### src/rtl/alu_control_seq.sv
`default_nettype none
// +--------------------------------------------------------------------------+
// | alu_control_seq                                                          |
// | Registered ALU control decoder with iterative multiply/divide sequencing |
// | Rev 1.0                                                                  |
// +--------------------------------------------------------------------------+
module alu_control_seq #(
    parameter int DATA_W = 32,
    parameter int FUNC_W = 6,
    parameter int CTRL_W = 4
) (
    input  logic              clk,
    input  logic              rst_n,
    input  logic              sig_valid_in,
    input  logic [1:0]        sig_ALUop,
    input  logic [FUNC_W-1:0] func,
    output logic              sig_ready_out,
    output logic              sig_stall,
    output logic [CTRL_W-1:0] sig_alu_control,
    output logic              sig_valid_out,
    output logic              sig_md_step,
    output logic              sig_md_last,
    output logic              sig_illegal
);

    localparam int CNT_W = $clog2(DATA_W);
    localparam logic [CNT_W-1:0] c_last_cnt = CNT_W'(DATA_W - 1);

    localparam logic [CTRL_W-1:0] c_add = CTRL_W'(0);
    localparam logic [CTRL_W-1:0] c_sub = CTRL_W'(1);
    localparam logic [CTRL_W-1:0] c_and = CTRL_W'(2);
    localparam logic [CTRL_W-1:0] c_or  = CTRL_W'(3);
    localparam logic [CTRL_W-1:0] c_slt = CTRL_W'(4);
    localparam logic [CTRL_W-1:0] c_xor = CTRL_W'(5);
    localparam logic [CTRL_W-1:0] c_nor = CTRL_W'(6);
    localparam logic [CTRL_W-1:0] c_sll = CTRL_W'(7);
    localparam logic [CTRL_W-1:0] c_srl = CTRL_W'(8);
    localparam logic [CTRL_W-1:0] c_mul = CTRL_W'(9);
    localparam logic [CTRL_W-1:0] c_div = CTRL_W'(10);
    localparam logic [CTRL_W-1:0] c_nop = CTRL_W'(15);

    typedef enum logic [0:0] {
        S_IDLE = 1'b0,
        S_RUN  = 1'b1
    } state_t;

    state_t            state_q, state_d;
    logic [CNT_W-1:0]  count_q, count_d;
    logic [CTRL_W-1:0] md_code_q, md_code_d;
    logic [CTRL_W-1:0] alu_control_q, alu_control_d;
    logic              valid_q, valid_d;
    logic              md_step_q, md_step_d;
    logic              md_last_q, md_last_d;
    logic              illegal_q, illegal_d;

    logic              w_func_hi_zero;
    logic [CTRL_W-1:0] w_dec_code;
    logic              w_dec_md;
    logic              w_dec_illegal;
    logic              w_last;
    logic              w_accept;
    logic [CNT_W-1:0]  w_count_inc;

    // Function bits above the architected 6 must be zero for a legal op.
    if (FUNC_W > 6) begin : g_func_hi
        assign w_func_hi_zero = ~|func[FUNC_W-1:6];
    end else begin : g_func_exact
        assign w_func_hi_zero = 1'b1;
    end

    always_comb begin
        w_dec_code    = c_nop;
        w_dec_md      = 1'b0;
        w_dec_illegal = 1'b0;
        case (sig_ALUop)
            2'b11: w_dec_code = c_add;
            2'b10: w_dec_code = c_sub;
            2'b01: w_dec_code = c_and;
            default: begin
                if (!w_func_hi_zero) begin
                    w_dec_illegal = 1'b1;
                end else begin
                    case (func[5:0])
                        6'h00: w_dec_code = c_or;
                        6'h01: w_dec_code = c_add;
                        6'h02: w_dec_code = c_sub;
                        6'h03: w_dec_code = c_and;
                        6'h04: w_dec_code = c_slt;
                        6'h05: w_dec_code = c_xor;
                        6'h06: w_dec_code = c_nor;
                        6'h07: w_dec_code = c_sll;
                        6'h08: w_dec_code = c_srl;
                        6'h18: begin w_dec_code = c_mul; w_dec_md = 1'b1; end
                        6'h1A: begin w_dec_code = c_div; w_dec_md = 1'b1; end
                        default: w_dec_illegal = 1'b1;
                    endcase
                end
            end
        endcase
    end

    assign w_last        = (count_q == c_last_cnt);
    assign w_count_inc   = count_q + CNT_W'(1);
    assign sig_ready_out = rst_n & ((state_q == S_IDLE) | w_last);
    assign sig_stall     = ~sig_ready_out;
    assign w_accept      = sig_valid_in & sig_ready_out;

    always_comb begin
        state_d       = S_IDLE;
        count_d       = '0;
        md_code_d     = md_code_q;
        alu_control_d = c_nop;
        valid_d       = 1'b0;
        md_step_d     = 1'b0;
        md_last_d     = 1'b0;
        illegal_d     = 1'b0;
        if ((state_q == S_RUN) && !w_last) begin
            state_d       = S_RUN;
            count_d       = w_count_inc;
            alu_control_d = md_code_q;
            md_step_d     = 1'b1;
            md_last_d     = (w_count_inc == c_last_cnt);
            valid_d       = (w_count_inc == c_last_cnt);
        end else if (w_accept) begin
            // The final MD cycle accepts exactly like IDLE, so MD ops chain.
            if (w_dec_md) begin
                state_d       = S_RUN;
                md_code_d     = w_dec_code;
                alu_control_d = w_dec_code;
                md_step_d     = 1'b1;
            end else begin
                alu_control_d = w_dec_code;
                valid_d       = 1'b1;
                illegal_d     = w_dec_illegal;
            end
        end
    end

    always_ff @(posedge clk) begin
        if (!rst_n) begin
            state_q       <= S_IDLE;
            count_q       <= '0;
            md_code_q     <= c_nop;
            alu_control_q <= c_nop;
            valid_q       <= 1'b0;
            md_step_q     <= 1'b0;
            md_last_q     <= 1'b0;
            illegal_q     <= 1'b0;
        end else begin
            state_q       <= state_d;
            count_q       <= count_d;
            md_code_q     <= md_code_d;
            alu_control_q <= alu_control_d;
            valid_q       <= valid_d;
            md_step_q     <= md_step_d;
            md_last_q     <= md_last_d;
            illegal_q     <= illegal_d;
        end
    end

    assign sig_alu_control = alu_control_q;
    assign sig_valid_out   = valid_q;
    assign sig_md_step     = md_step_q;
    assign sig_md_last     = md_last_q;
    assign sig_illegal     = illegal_q;

endmodule
`default_nettype wire

### config.mk
export PLATFORM = sky130hd
export DESIGN_NAME = alu_control_seq
export DESIGN_NICKNAME = d
export VERILOG_FILES = /design/src/rtl/alu_control_seq.sv
export SDC_FILE = /design/constraint.sdc
export NUM_CORES = 1
export LEC_CHECK = 0
export ABC_AREA = 1
export BUFFER_PORTS_ARGS = -buffer_cell sky130_fd_sc_hd__buf_2
export CELL_PAD_IN_SITES_DETAIL_PLACEMENT = 0
export CELL_PAD_IN_SITES_GLOBAL_PLACEMENT = 1
export CORE_MARGIN = 3
export CORE_UTILIZATION = 38
export DETAILED_ROUTE_END_ITERATION = 8
export PLACE_DENSITY_LB_ADDON = 0.1
export SYNTH_ARGS = -nofsm -noshare
export SYNTH_HDL_FRONTEND = slang
export SYNTH_SLANG_ARGS = --single-unit
### constraint.sdc
create_clock -name clk -period 3 [get_ports clk]
set_input_delay 0 -clock clk [delete_from_list [all_inputs] [get_ports clk]]
set_output_delay 0 -clock clk [all_outputs]
set_load 0.03 [all_outputs]
# Word-level counts from Yosys, hierarchy flattened
# Index checks and enable logic that the tools add are counted.
# totals
elab_cells,53
ff_bits,17
rom_bits,0
ramBits,0
n_memories,0
latch_bits,0
# op_classes
multipliers,0
bitwise,8
eq_ne,15
addsub,1
magnitude_cmp,0
div_mod_pow,0
muxes,13
n_reduce_logical,9
n_shift,0
# ops
cell,count
$pmux W4 S11,1
$eq A6 B3 Y1 const B,4
$eq A6 B2 Y1 const B,2
$eq A6 B5 Y1 const B,2
$pmux W4 S3,1
$reduce_or A11 Y1,1
$eq A5 B5 Y1 const B,2
$mux W1,9
$mux W4,2
$reduce_or A7 Y1,1
$eq A6 B1 Y1 const B,1
$eq A6 B4 Y1 const B,1
$logic_not A6 Y1,1
$add A5 B1 Y5 const B,1
$not A1 Y1,5
$eq A2 B2 Y1 const B,2
$reduce_and A3 Y1,1
$reduce_or A3 Y1,1
$and A1 B1 Y1,2
$eq A2 B1 Y1 const B,1
$reduce_and A2 Y1,1
$reduce_or A2 Y1,1
$logic_and A1 B1 Y1,1
$logic_not A1 Y1,1
$or A1 B1 Y1,1

# Depth between registers and ports, before layout
# Gate-level depths: netlist of the first run.
# depth
word_depth,7
mapped_depth,11

# Least setup slack after synthesis of the first run
# Ideal clock, no wire load.
# synth_timing
kind,register to register
start,register count_q[0]
end,register md_code_q[0]
stages_incl_launch_ff,12
arrival_time_ns,1.681
setup_slack_ns,1.199
path_buffers,1
setup_time_ns,0.119
path_cell_list,dfxtp_1 ha_1 nand2_1 nor2_1 ha_1 nor2_1 nor2_4 nand2_2 or2_1 buf_6 a21oi_1 o21ai_1
# synth_between
elab_chain_len,5
word_cells_on_any_way,8
cone_classes,eq/ne: 1; bitwise: 4; reduce/logical: 3
# synth_lines
element,line,text
"start, declared",48,"logic [CNT_W-1:0] count_q, count_d;"
"start signal, assigned",151,count_q <= count_d;
$eq A5 B5 Y1,102,assign w_last = (count_q == c_last_cnt);
$or A1 B1 Y1,104,assign sig_ready_out = rst_n & ((state_q == S_IDLE) | w_last);
$and A1 B1 Y1,104,
net sig_ready_out,17,"output logic sig_ready_out,"
$and A1 B1 Y1,106,assign w_accept = sig_valid_in & sig_ready_out;
$reduce_and A3 Y1 (no source line),-,
"end signal, assigned",143,md_code_q <= c_nop;
"end signal, assigned",152,md_code_q <= md_code_d;
"end, declared",49,"logic [CTRL_W-1:0] md_code_q, md_code_d;"
# The timed path passes the listed nets, and every way through them passes these cells.
# A chain may end at the register's enable or synchronous reset.

# Worst setup path after layout of the first run
# layout_timing
start,register count_q[0]
end,"register illegal_q, in the netlist sig_illegal"
# layout_between
elab_chain_len,6
word_cells_on_any_way,8
cone_classes,eq/ne: 1; bitwise: 4; reduce/logical: 3
# layout_lines
element,line,text
$eq A5 B5 Y1 *,102,
$or A1 B1 Y1,104,
$and A1 B1 Y1,104,
$and A1 B1 Y1,106,
$not A1 Y1 (no source line),-,
$reduce_or A7 Y1 (no source line) *,-,
"end signal, assigned",157,illegal_q <= illegal_d;
"end, declared",54,"logic illegal_q, illegal_d;"
# Mark *: on every way between the ends. The rest lies on a longest branch, timed or not.

==> flow_summary.json, run 1 <==
{
  "yosys.area.top_type_share_pct": 40.66,
  "worstPathMaxFanout": 4,
  "placeableCoreArea_um2": 2022,
  "synth_area_um2": 837.1,
  "dieArea_um2": 2802,
  "avgViaCountPerCell": 4.448,
  "synth_area_leader_cell": "dfxtp_1",
  "diodes": 0,
  "maxCapViolCount": 0,
  "postRouteAntennaNets": 0,
  "critPathTopFamily": "buffers and inverters",
  "power.density_nw_per_um2": 403.8,
  "grt_max_degree": 12,
  "grt_usage_pct": 14.32,
  "drc": 0,
  "switchingPower_uw": 107.6,
  "wl_per_cell_um": 9.558,
  "ys_top_cells_by_area": "dfxtp_1, nor2_1, nand2_1",
  "place_hpwl_mm": 1.328,
  "combinationalPowerShare_pct": 14.4,
  "cts_sinks": 17,
  "final-hold-violation-count": 0,
  "critPathKind": "reg -> reg",
  "vdd_drop_max_mv": 0.3050,
  "first_global_vias": 724,
  "critPathMaxStageDelay_ns": 0.56,
  "cp_cell_sequence": "ha_1 > nand2_1 > nor2_1 > ha_1 > nor2_1 > nor2_4 > nand2_2 > clkinv_1 > nand2_1 > nor4_1 > dlygate4sd3_1",
  "tns_ns": 0,
  "ys_ff_latch": 17,
  "die_h_um": 52.94,
  "skew_ns": 0.0008902,
  "end_kind": "register",
  "internal_power_uw": 301.2,
  "status": "completed",
  "slowest_stage": "dlygate4sd3_1",
  "htreeDepth": 1,
  "final_area_um2": 1012,
  "period_share_pct": 72.46,
  "postSynthAreaPerCell_um2": 6.975,
  "switching_share_pct": 26.32,
  "post-place-ws_ns": 1.206,
  "cp-start-kind": "register",
  "max_freq_mhz": 460.0,
  "yosysUniqueCellTypes": 22,
  "grt_overflow_total": 0,
  "setup_slack_ns": 0.8262,
  "wl_mm": 1.644,
  "start_util_pct": 41.40,
  "cts_resized": 0,
  "drive_gt1_share_pct": 21.38,
  "hold_path.class": "in -> reg",
  "drtPass1Iterations": 4,
  "setup_violations": 0,
  "cts_tree": "done",
  "ff2ff_setup_slack_ns": 0.83,
  "die_w_um": 52.94,
  "drtIter0Drc": 18,
  "clk_latency_ns": 0.28,
  "yosys_warnings": 0,
  "fin_hold_ws_ns": 0.03793,
  "cp_data_arrival_time_ns": 2.35,
  "seqPwrFrac_pct": 56.4,
  "worst_slew_pin_slew_ns": 0.3116,
  "static-leakage-power_uw": 0.0004875,
  "numPortBuffers": 20,
  "num_vias": 765,
  "cp_num_buf_inv": 2,
  "syn2layout_area_growth_pct": 20.93,
  "min_period_ns": 2.174,
  "grt_pass1_wl_mm": 2.877,
  "dpl-instance-area_um2": 955.9,
  "clockRootBuffer": "clkbuf_4",
  "pin_count": 21,
  "power_uw": 408.8,
  "syn-instance-count": 120,
  "row_count": 16,
  "p_clk_share_pct": 29.2,
  "slew_viol_final": 0,
  "synth_nets": 134,
  "cts_buffer_depth": 2,
  "ys_seq_area_share_pct": 40.66,
  "antenna_found_initial": 0,
  "cp_data_required_time_ns": 3.18,
  "layout.nets": 160,
  "grt_setup_unrepaired": "no",
  "clk_pin_slew_worst_paths_ns": 0.09,
  "relSlewSlack_pct": 79.20,
  "cts_buffers": 3,
  "place_congestion": 0.8008
}
cells in the final DEF, fill, tap and decap left out, types with 2 or more instances in the layout:
cell type	n
xor2_1	2
ha_1	3
dfxtp_1	17
dlygate4sd3_1	3
nand3_1	12
o21ai_1	3
inv_1	17
nor2_1	22
buf_2	20
inv_2	3
a21oi_1	7
clkbuf_4	3
clkinv_1	2
nand2_1	20
nor2_4	2
registers in the layout, indices dropped and copies added (netlist names):
name	cells
sig_md_step	1
count_q	5
sig_alu_control	4
md_code_q	4
sig_valid_out	1
sig_md_last	1
sig_illegal	1
worst min-delay path: stages:
cell and delay (ns):
buf_2 0.10, inv_1 0.05, nand2_1 0.08, o21ai_1 0.06
repair_timing:
item / CTS / global route
endpoints found under the hold margin: 3 / 0
hold buffers: 3 / 0
buffers inserted: 0 / 0
path summary, 6_finish.rpt:
kind	endpoint	depth (start not counted)	start
min reg2reg	md_code_q[3]$_SDFFE_PN1P_	2	md_code_q[3]$_SDFFE_PN1P_
max	sig_illegal$_SDFF_PP0_	11	count_q[0]$_SDFF_PN0_
min	md_code_q[1]$_SDFFE_PN1P_	4	sig_ALUop[1]
max reg2reg	sig_illegal$_SDFF_PP0_	11	count_q[0]$_SDFF_PN0_
power by group through the flow:
stage | clock (uW) | sequential, uW | combinational [uW]
4_1_cts | 124 | 231 | 59.1
2_1_floorplan | 0 | 244 | 27.1
3_3_place_gp | 0 | 236 | 56.2
5_1_grt | 134 | 231 | 65.8
6_report | 119 | 231 | 58.9
3_5_place_dp | 0 | 236 | 56.6
kinds of logic after synthesis:
family,Yosys count,share of synthesized area [%]
buffers and inverters,24,11.66
AND/OR/NAND/NOR,63,34.53
adder cells (fa/ha/maj),3,4.485
flip-flops,17,40.66
AO/OA/AOI/OAI,11,6.575
XOR/XNOR,2,2.093
synth_stat cells, drive strengths merged:
cell type and number:
nor2 25, nand2 21, inv 20, dfxtp 17
nand3 12, a21oi 7, o21ai 4, ha 3
clkinv 2, xor2 2, buf 1, clkbuf 1
nand3b 1, nand4 1, nor3 1, nor4 1
or2 1
final cells by class:
cell class	count	area, um2
multi-input cells	79	399.1
well taps	27	33.78
flip-flops and latches	17	340.3
repair buffers	23	130.1
fillers	221	1010
inverters	22	82.58
clock buffers	4	26.28
routing by layer:
metal	up-vias	part of all wire (%)	track usage, %
li1	418	-	-
met1	326	49	18.42
met2	19	44	20.66
met3	2	5.7	6.197
met4	0	1.1	5.957
met5	-	0	0
stage by stage:
stage / instances / util (%)
final: 172 / 50.06
after global routing: 172 / 50.06
after CTS: 172 / 50.06
after detailed placement: 165 / 47.28
after global placement: 165 / 47.28
after floorplan: 120 / -
Note: power is estimated with default switching activity, not from simulation.
==> inputs of run 2 (changes only) <==
--- a/config.mk
+++ b/config.mk
@@ -5,12 +5,12 @@
 export SDC_FILE = /design/constraint.sdc
 export NUM_CORES = 1
 export LEC_CHECK = 0
-export ABC_AREA = 1
+export ABC_AREA = 0
 export BUFFER_PORTS_ARGS = -buffer_cell sky130_fd_sc_hd__buf_2
 export CELL_PAD_IN_SITES_DETAIL_PLACEMENT = 0
 export CELL_PAD_IN_SITES_GLOBAL_PLACEMENT = 1
 export CORE_MARGIN = 3
-export CORE_UTILIZATION = 38
+export CORE_UTILIZATION = 36
 export DETAILED_ROUTE_END_ITERATION = 8
 export PLACE_DENSITY_LB_ADDON = 0.1
 export SYNTH_ARGS = -nofsm -noshare
==> constraint.sdc (replaced) <==
create_clock -name clk -period 2.1 [get_ports clk]
set_input_delay 0 -clock clk [delete_from_list [all_inputs] [get_ports clk]]
set_output_delay 0 -clock clk [all_outputs]
set_load 0.03 [all_outputs]
==> run 2 against run 1 <==
Compared with the run above:
- combinational power grew 32%
- final area decreased by 7.4%
- non-clock buffer count shrank 2
- clock power grew 45%
- core utilization down 3.7 points
- maximum frequency increased by 15%
- flip-flop and latch count unchanged
- total power is 42% higher
- routed wire length decreased by 1.5%
- critical path depth is 5 lower
- global-route usage down 1.6 points
- critical endpoint is now sig_valid_out$_SDFF_PN0_
- largest cell class unchanged
- highest routed layer unchanged
==> flow_summary.json, run 2 <==
{
  "clk_pin_slew_worst_paths_ns": 0.09,
  "start_util_pct": 38.99,
  "first_global_vias": 657,
  "avgViaCountPerCell": 4.814,
  "postRouteAntennaNets": 0,
  "ys_top_cells_by_count": "dfxtp_1, nor2_1, inv_1",
  "layout_common_cells": "buf_2, dfxtp_1, nor2_1",
  "row_count": 16,
  "period_share_pct": 89.71,
  "cp_data_arrival_time_ns": 2.11,
  "cts_buffers": 3,
  "placeableCoreArea_um2": 2022,
  "synth_edf_count": 0,
  "synth_nets": 105,
  "cp_data_required_time_ns": 2.33,
  "yosys_warnings": 0,
  "layout_commonest_cell": "buf_2",
  "yosys.area.top_type_share_pct": 43.17,
  "grt_setup_unrepaired": "no",
  "ys_ff_latch": 17,
  "setup_violations": 0,
  "dpl-instance-area_um2": 900.9,
  "cts_tree": "done",
  "critPathKind": "reg -> reg",
  "postSynthAreaPerCell_um2": 8.662,
  "cpMostUsedCell": "ha_1",
  "ys_async_sr_fraction_pct": 0,
  "hold_path.class": "in -> reg",
  "cp_num_buf_inv": 0,
  "drive_gt1_share_pct": 22.12,
  "htreeDepth": 1,
  "vdd_drop_max_mv": 0.2447,
  "largest_register_ffs": 5,
  "synth_flop_cell": "dfxtp_1",
  "synth_area_leader_cell": "dfxtp_1",
  "maxCapViolCount": 0,
  "cts_resized": 0,
  "wl_mm": 1.620,
  "drc": 0,
  "syn-instance-count": 91,
  "critPathMaxStageDelay_ns": 0.40,
  "synth_area_um2": 788.3,
  "slew_viol_final": 0,
  "cts_sinks": 17,
  "grt_max_degree": 12,
  "yosysUniqueCellTypes": 32,
  "die_w_um": 52.80,
  "fillers": 207,
  "antenna_found_initial": 0,
  "place_congestion": 0.7570,
  "min_period_ns": 1.884,
  "clk_latency_ns": 0.29,
  "syn2layout_area_growth_pct": 18.89,
  "die_h_um": 52.80,
  "relSlewSlack_pct": 69.38,
  "final-hold-violation-count": 0,
  "ys_seq_area_share_pct": 43.17,
  "max_freq_mhz": 530.8,
  "static-leakage-power_uw": 0.0004161,
  "layout.nets": 128,
  "status": "completed",
  "grt_pass1_wl_mm": 2.691,
  "drtPass1Iterations": 4,
  "diodes": 0,
  "largest_register": "count_q",
  "grt_overflow_total": 0,
  "pin_count": 21,
  "clockRootBuffer": "clkbuf_4",
  "power_uw": 580.0,
  "synth_most_common_cell": "dfxtp_1",
  "wl_per_cell_um": 11.57,
  "critPathTopFamily": "simple AND/OR/NAND/NOR gates",
  "final_area_um2": 937.1,
  "numPortBuffers": 20,
  "cp_cell_sequence": "ha_1 > and3_1 > ha_1 > nand3b_1 > nor4_2 > a21o_1",
  "place_hpwl_mm": 1.268,
  "power.density_nw_per_um2": 618.9,
  "cp-start-kind": "register",
  "drtIter0Drc": 13,
  "cts_setup_buffers": 0,
  "dieArea_um2": 2787,
  "slowest_stage": "nand3b_1",
  "grt_usage_pct": 12.76,
  "num_vias": 674,
  "end_kind": "register",
  "skew_ns": 0.009903,
  "cts_buffer_depth": 2,
  "worst_slew_pin_slew_ns": 0.4578,
  "tns_ns": 0,
  "fin_hold_ws_ns": 0.01275,
  "ys_top_cells_by_area": "dfxtp_1, nor2_1, ha_1",
  "worstPathMaxFanout": 11
}
[run 2: cell types whose count changed in the layout (fill, tap and decap cells not counted), sizes merged, moves of 3 or more]
cell / previous run / this run
nand2: 21 / 5
nor2: 25 / 11
inv: 20 / 8
nand3: 12 / 3
a21oi: 7 / 2
a31oi: 0 / 3
nand2b: 0 / 3
nor3: 1 / 4
[run 2: area by class of cell]
| cell class | count | area, um2 | share of cell area (%) |
|---|---|---|---|
| Tap cell | 27 | 33.78 | 3.605 |
| Clock buffer | 4 | 26.28 | 2.804 |
| Sequential cell | 17 | 340.3 | 36.32 |
| Timing Repair Buffer | 21 | 110.1 | 11.75 |
| Multi-Input combinational cell | 63 | 396.6 | 42.32 |
| Inverter | 8 | 30.03 | 3.204 |
[run 2: kinds of logic after synthesis]
group | after synthesis | share of synthesized area (%)
and+or+nand+nor | 39 | 26.19
DFF | 17 | 43.18
AOI/OAI and AO/OA | 16 | 13.33
buffers and inverters | 11 | 6.508
xor gates and xnor gates | 3 | 3.334
adders and majority gates | 3 | 4.762
muxes | 2 | 2.698
[run 2: worst paths after layout]
check / endpoint / depth (start not counted) / slack [ns] / startpoint
worst max register to register: sig_valid_out$_SDFF_PN0_ / 6 / 0.22 / count_q[0]$_SDFF_PN0_
worst min register to register: count_q[0]$_SDFF_PN0_ / 1 / 0.47 / count_q[0]$_SDFF_PN0_
worst min-delay path: sig_illegal$_SDFF_PP0_ / 3 / 0.01 / func[5]
worst max-delay path: sig_valid_out$_SDFF_PN0_ / 6 / 0.22 / count_q[0]$_SDFF_PN0_
[run 2: worst reg2reg max path: stages, from the launching register on]
cell and delay (ns):
dfxtp_1 0.35, ha_1 0.22, and3_1 0.19, ha_1 0.18, nand3b_1 0.40, nor4_2 0.38
a21o_1 0.12
[run 2: power by group]
group | internal (uW) | switching, uW
logic | 28.0 | 49.7
clock network | 73.7 | 99.5
registers | 328 | 1.30
total | 430 | 151
[run 2: timing repair]
item / 4_1_cts / 5_1_grt
hold buffers: 1 / 0
hold endpoints to repair: 3 / 0
endpoints found under the setup margin: 0 / 0
[run 2: per-layer routing]
layer / vias up / GRT usage (%) / routed length, um
li1: 357 / - / -
met5: - / 0 / 0
met3: 2 / 1.140 / 89
met1: 297 / 15.66 / 809
met2: 18 / 21.90 / 702
met4: 0 / 6.383 / 18
[run 2: through the flow]
step           cells  utilization [%]  setup WS [ns]
6_report         140            46.35         0.2162
5_1_grt          140            46.35        0.04472
4_1_cts          140            46.35         0.2073
3_5_place_dp     135            44.55         0.2365
3_3_place_gp     135            44.55         0.2899
2_1_floorplan     91                -         0.4223
==> inputs of run 3 (changes only) <==
--- a/config.mk
+++ b/config.mk
@@ -9,7 +9,6 @@
 export BUFFER_PORTS_ARGS = -buffer_cell sky130_fd_sc_hd__buf_2
 export CELL_PAD_IN_SITES_DETAIL_PLACEMENT = 0
 export CELL_PAD_IN_SITES_GLOBAL_PLACEMENT = 1
-export CORE_MARGIN = 3
 export CORE_UTILIZATION = 36
 export DETAILED_ROUTE_END_ITERATION = 8
 export PLACE_DENSITY_LB_ADDON = 0.1
==> run 3 against run 2 <==
Compared with the run above:
- final area is 1.9% higher
- global-route usage rose by 1.5 points
- total power decreased by 1.3%
- clock skew decreased by 0.0083 ns
- core utilization up 1.3 points
- setup slack better by 0.0036 ns
- hold slack better by 0.040 ns
- critical path depth grew 1
- critical endpoint is now md_code_q[0]$_SDFFE_PN1P_
- largest power group unchanged
==> flow_summary.json, run 3 (same netlist as run 2, synthesis figures left out) <==
{
  "status": "completed",
  "critPathTopFamily": "simple AND/OR/NAND/NOR gates",
  "end_kind": "register",
  "first_global_vias": 615,
  "place_congestion": 0.7298,
  "critPathMaxStageDelay_ns": 0.38,
  "postCtsHoldBufs": 2,
  "postRouteAntennaNets": 0,
  "cpMostUsedCell": "ha_1",
  "hold_path.class": "in -> reg",
  "drtIter0Drc": 16,
  "internal_power_uw": 430.6,
  "largest_register": "count_q",
  "grt_overflow_total": 0,
  "cts_resized": 0,
  "relSlewSlack_pct": 78.17,
  "cp_num_buf_inv": 0,
  "seqPwrFrac_pct": 57.4,
  "layout_commonest_cell": "buf_2",
  "numPlacedInstances": 136,
  "syn2layout_area_growth_pct": 21.11,
  "critPathKind": "reg -> reg",
  "grt_setup_unrepaired": "no",
  "tns_ns": 0,
  "largest_register_ffs": 5,
  "clk_pin_slew_worst_paths_ns": 0.09,
  "cts_tree": "done",
  "start_util_pct": 39.38,
  "grt_max_degree": 11,
  "worstPathMaxFanout": 4,
  "place_hpwl_mm": 1.188,
  "min_period_ns": 1.880,
  "cp-start-kind": "register",
  "diodes": 0,
  "slew_viol_final": 0,
  "cp_data_arrival_time_ns": 2.05,
  "clockRootBuffer": "clkbuf_4",
  "avgViaCountPerCell": 4.901,
  "drive_gt1_share_pct": 22.61,
  "dieArea_um2": 2381,
  "clk_latency_ns": 0.28,
  "htreeDepth": 1,
  "power.density_nw_per_um2": 599.8,
  "fin_cells": 142,
  "pin_count": 21,
  "static-leakage-power_uw": 0.0004244,
  "period_share_pct": 89.53,
  "switchingPower_uw": 142.0,
  "switching_share_pct": 24.79,
  "numPortBuffers": 20,
  "cp_data_required_time_ns": 2.27,
  "skew_ns": 0.001631,
  "layout.nets": 130,
  "drc": 0,
  "cts_buffers": 3,
  "num_vias": 696,
  "max_freq_mhz": 531.8,
  "placeableCoreArea_um2": 2002,
  "cp_cell_sequence": "ha_1 > and3_1 > ha_1 > nand2b_1 > nand3_1 > nor2_1 > mux2_2",
  "combinationalPowerShare_pct": 13.7,
  "slowest_stage": "dfxtp_1",
  "die_w_um": 48.80,
  "cts_sinks": 17,
  "wl_mm": 1.515,
  "grt_pass1_wl_mm": 2.594,
  "wl_per_cell_um": 10.67,
  "setup_violations": 0,
  "row_count": 16,
  "vdd_drop_max_mv": 0.2996,
  "worst_slew_pin_slew_ns": 0.3265,
  "p_clk_share_pct": 28.9,
  "antenna_found_initial": 0,
  "grt_usage_pct": 14.24,
  "cts_buffer_depth": 2,
  "maxCapViolCount": 0,
  "layout_common_cells": "buf_2, dfxtp_1, nor2_1",
  "final-hold-violation-count": 0,
  "cts_setup_buffers": 0,
  "die_h_um": 48.80,
  "drtPass1Iterations": 4
}
run 3: cell count changes in the layout (fill, tap and decap cells not counted):
| cell | previous run | this run |
|---|---|---|
| buf_4 | 0 | 1 |
| dlygate4sd3_1 | 1 | 2 |
run 3: layout make-up:
cell class | count | area (um2)
fillers | 214 | 1047
inverters | 8 | 30.03
flip-flops and latches | 17 | 340.3
well taps | 27 | 33.78
clock buffers | 4 | 26.28
multi-input cells | 63 | 396.6
repair buffers | 23 | 127.6
run 3: power by group through the flow:
stage | Combinational (uW) | Sequential [uW] | Clock (uW)
floorplan | 36.8 | 348 | 0
global placement | 76.5 | 336 | 0
detailed placement | 76.0 | 337 | 0
CTS | 78.9 | 329 | 175
global route | 85.8 | 330 | 192
finish | 78.5 | 329 | 165
run 3: final timing paths:
path,depth (start not counted),start,slack [ns],to
max,7,count_q[0]$_SDFF_PN0_,0.22,md_code_q[0]$_SDFFE_PN1P_
min,4,sig_ALUop[1],0.05,sig_illegal$_SDFF_PP0_
max reg2reg,7,count_q[0]$_SDFF_PN0_,0.22,md_code_q[0]$_SDFFE_PN1P_
min reg2reg,1,md_code_q[3]$_SDFFE_PN1P_,0.46,md_code_q[3]$_SDFFE_PN1P_
run 3: metal layers:
layer  share of wire (%)  vias up  GRT usage (%)
met3                 4.2        0          3.115
met5                   0        -              0
met1                  50      313          18.53
met2                  46       20          21.99
met4                   0        0          7.353
li1                    -      363              -
run 3: worst min-delay path: stages:
cell     delay (ns)
buf_2          0.13
nor2_1         0.06
nand2_1        0.06
a31oi_1        0.04
run 3: per-stage QoR:
step           area [um2]  hold WS (ns)  setup slack (ns)  total power [uW]  utilization [%]
6_report            954.7       0.05241            0.2198             572.6            47.69
5_1_grt             954.7       0.07694           0.05396             608.0            47.69
4_1_cts             954.7       0.03929            0.2262             583.1            47.69
3_5_place_dp        908.4        0.2579            0.2450             412.6            45.38
3_3_place_gp        908.4        0.2560            0.3170             412.8            45.38
2_1_floorplan       788.3       0.07623            0.4223             384.9                -
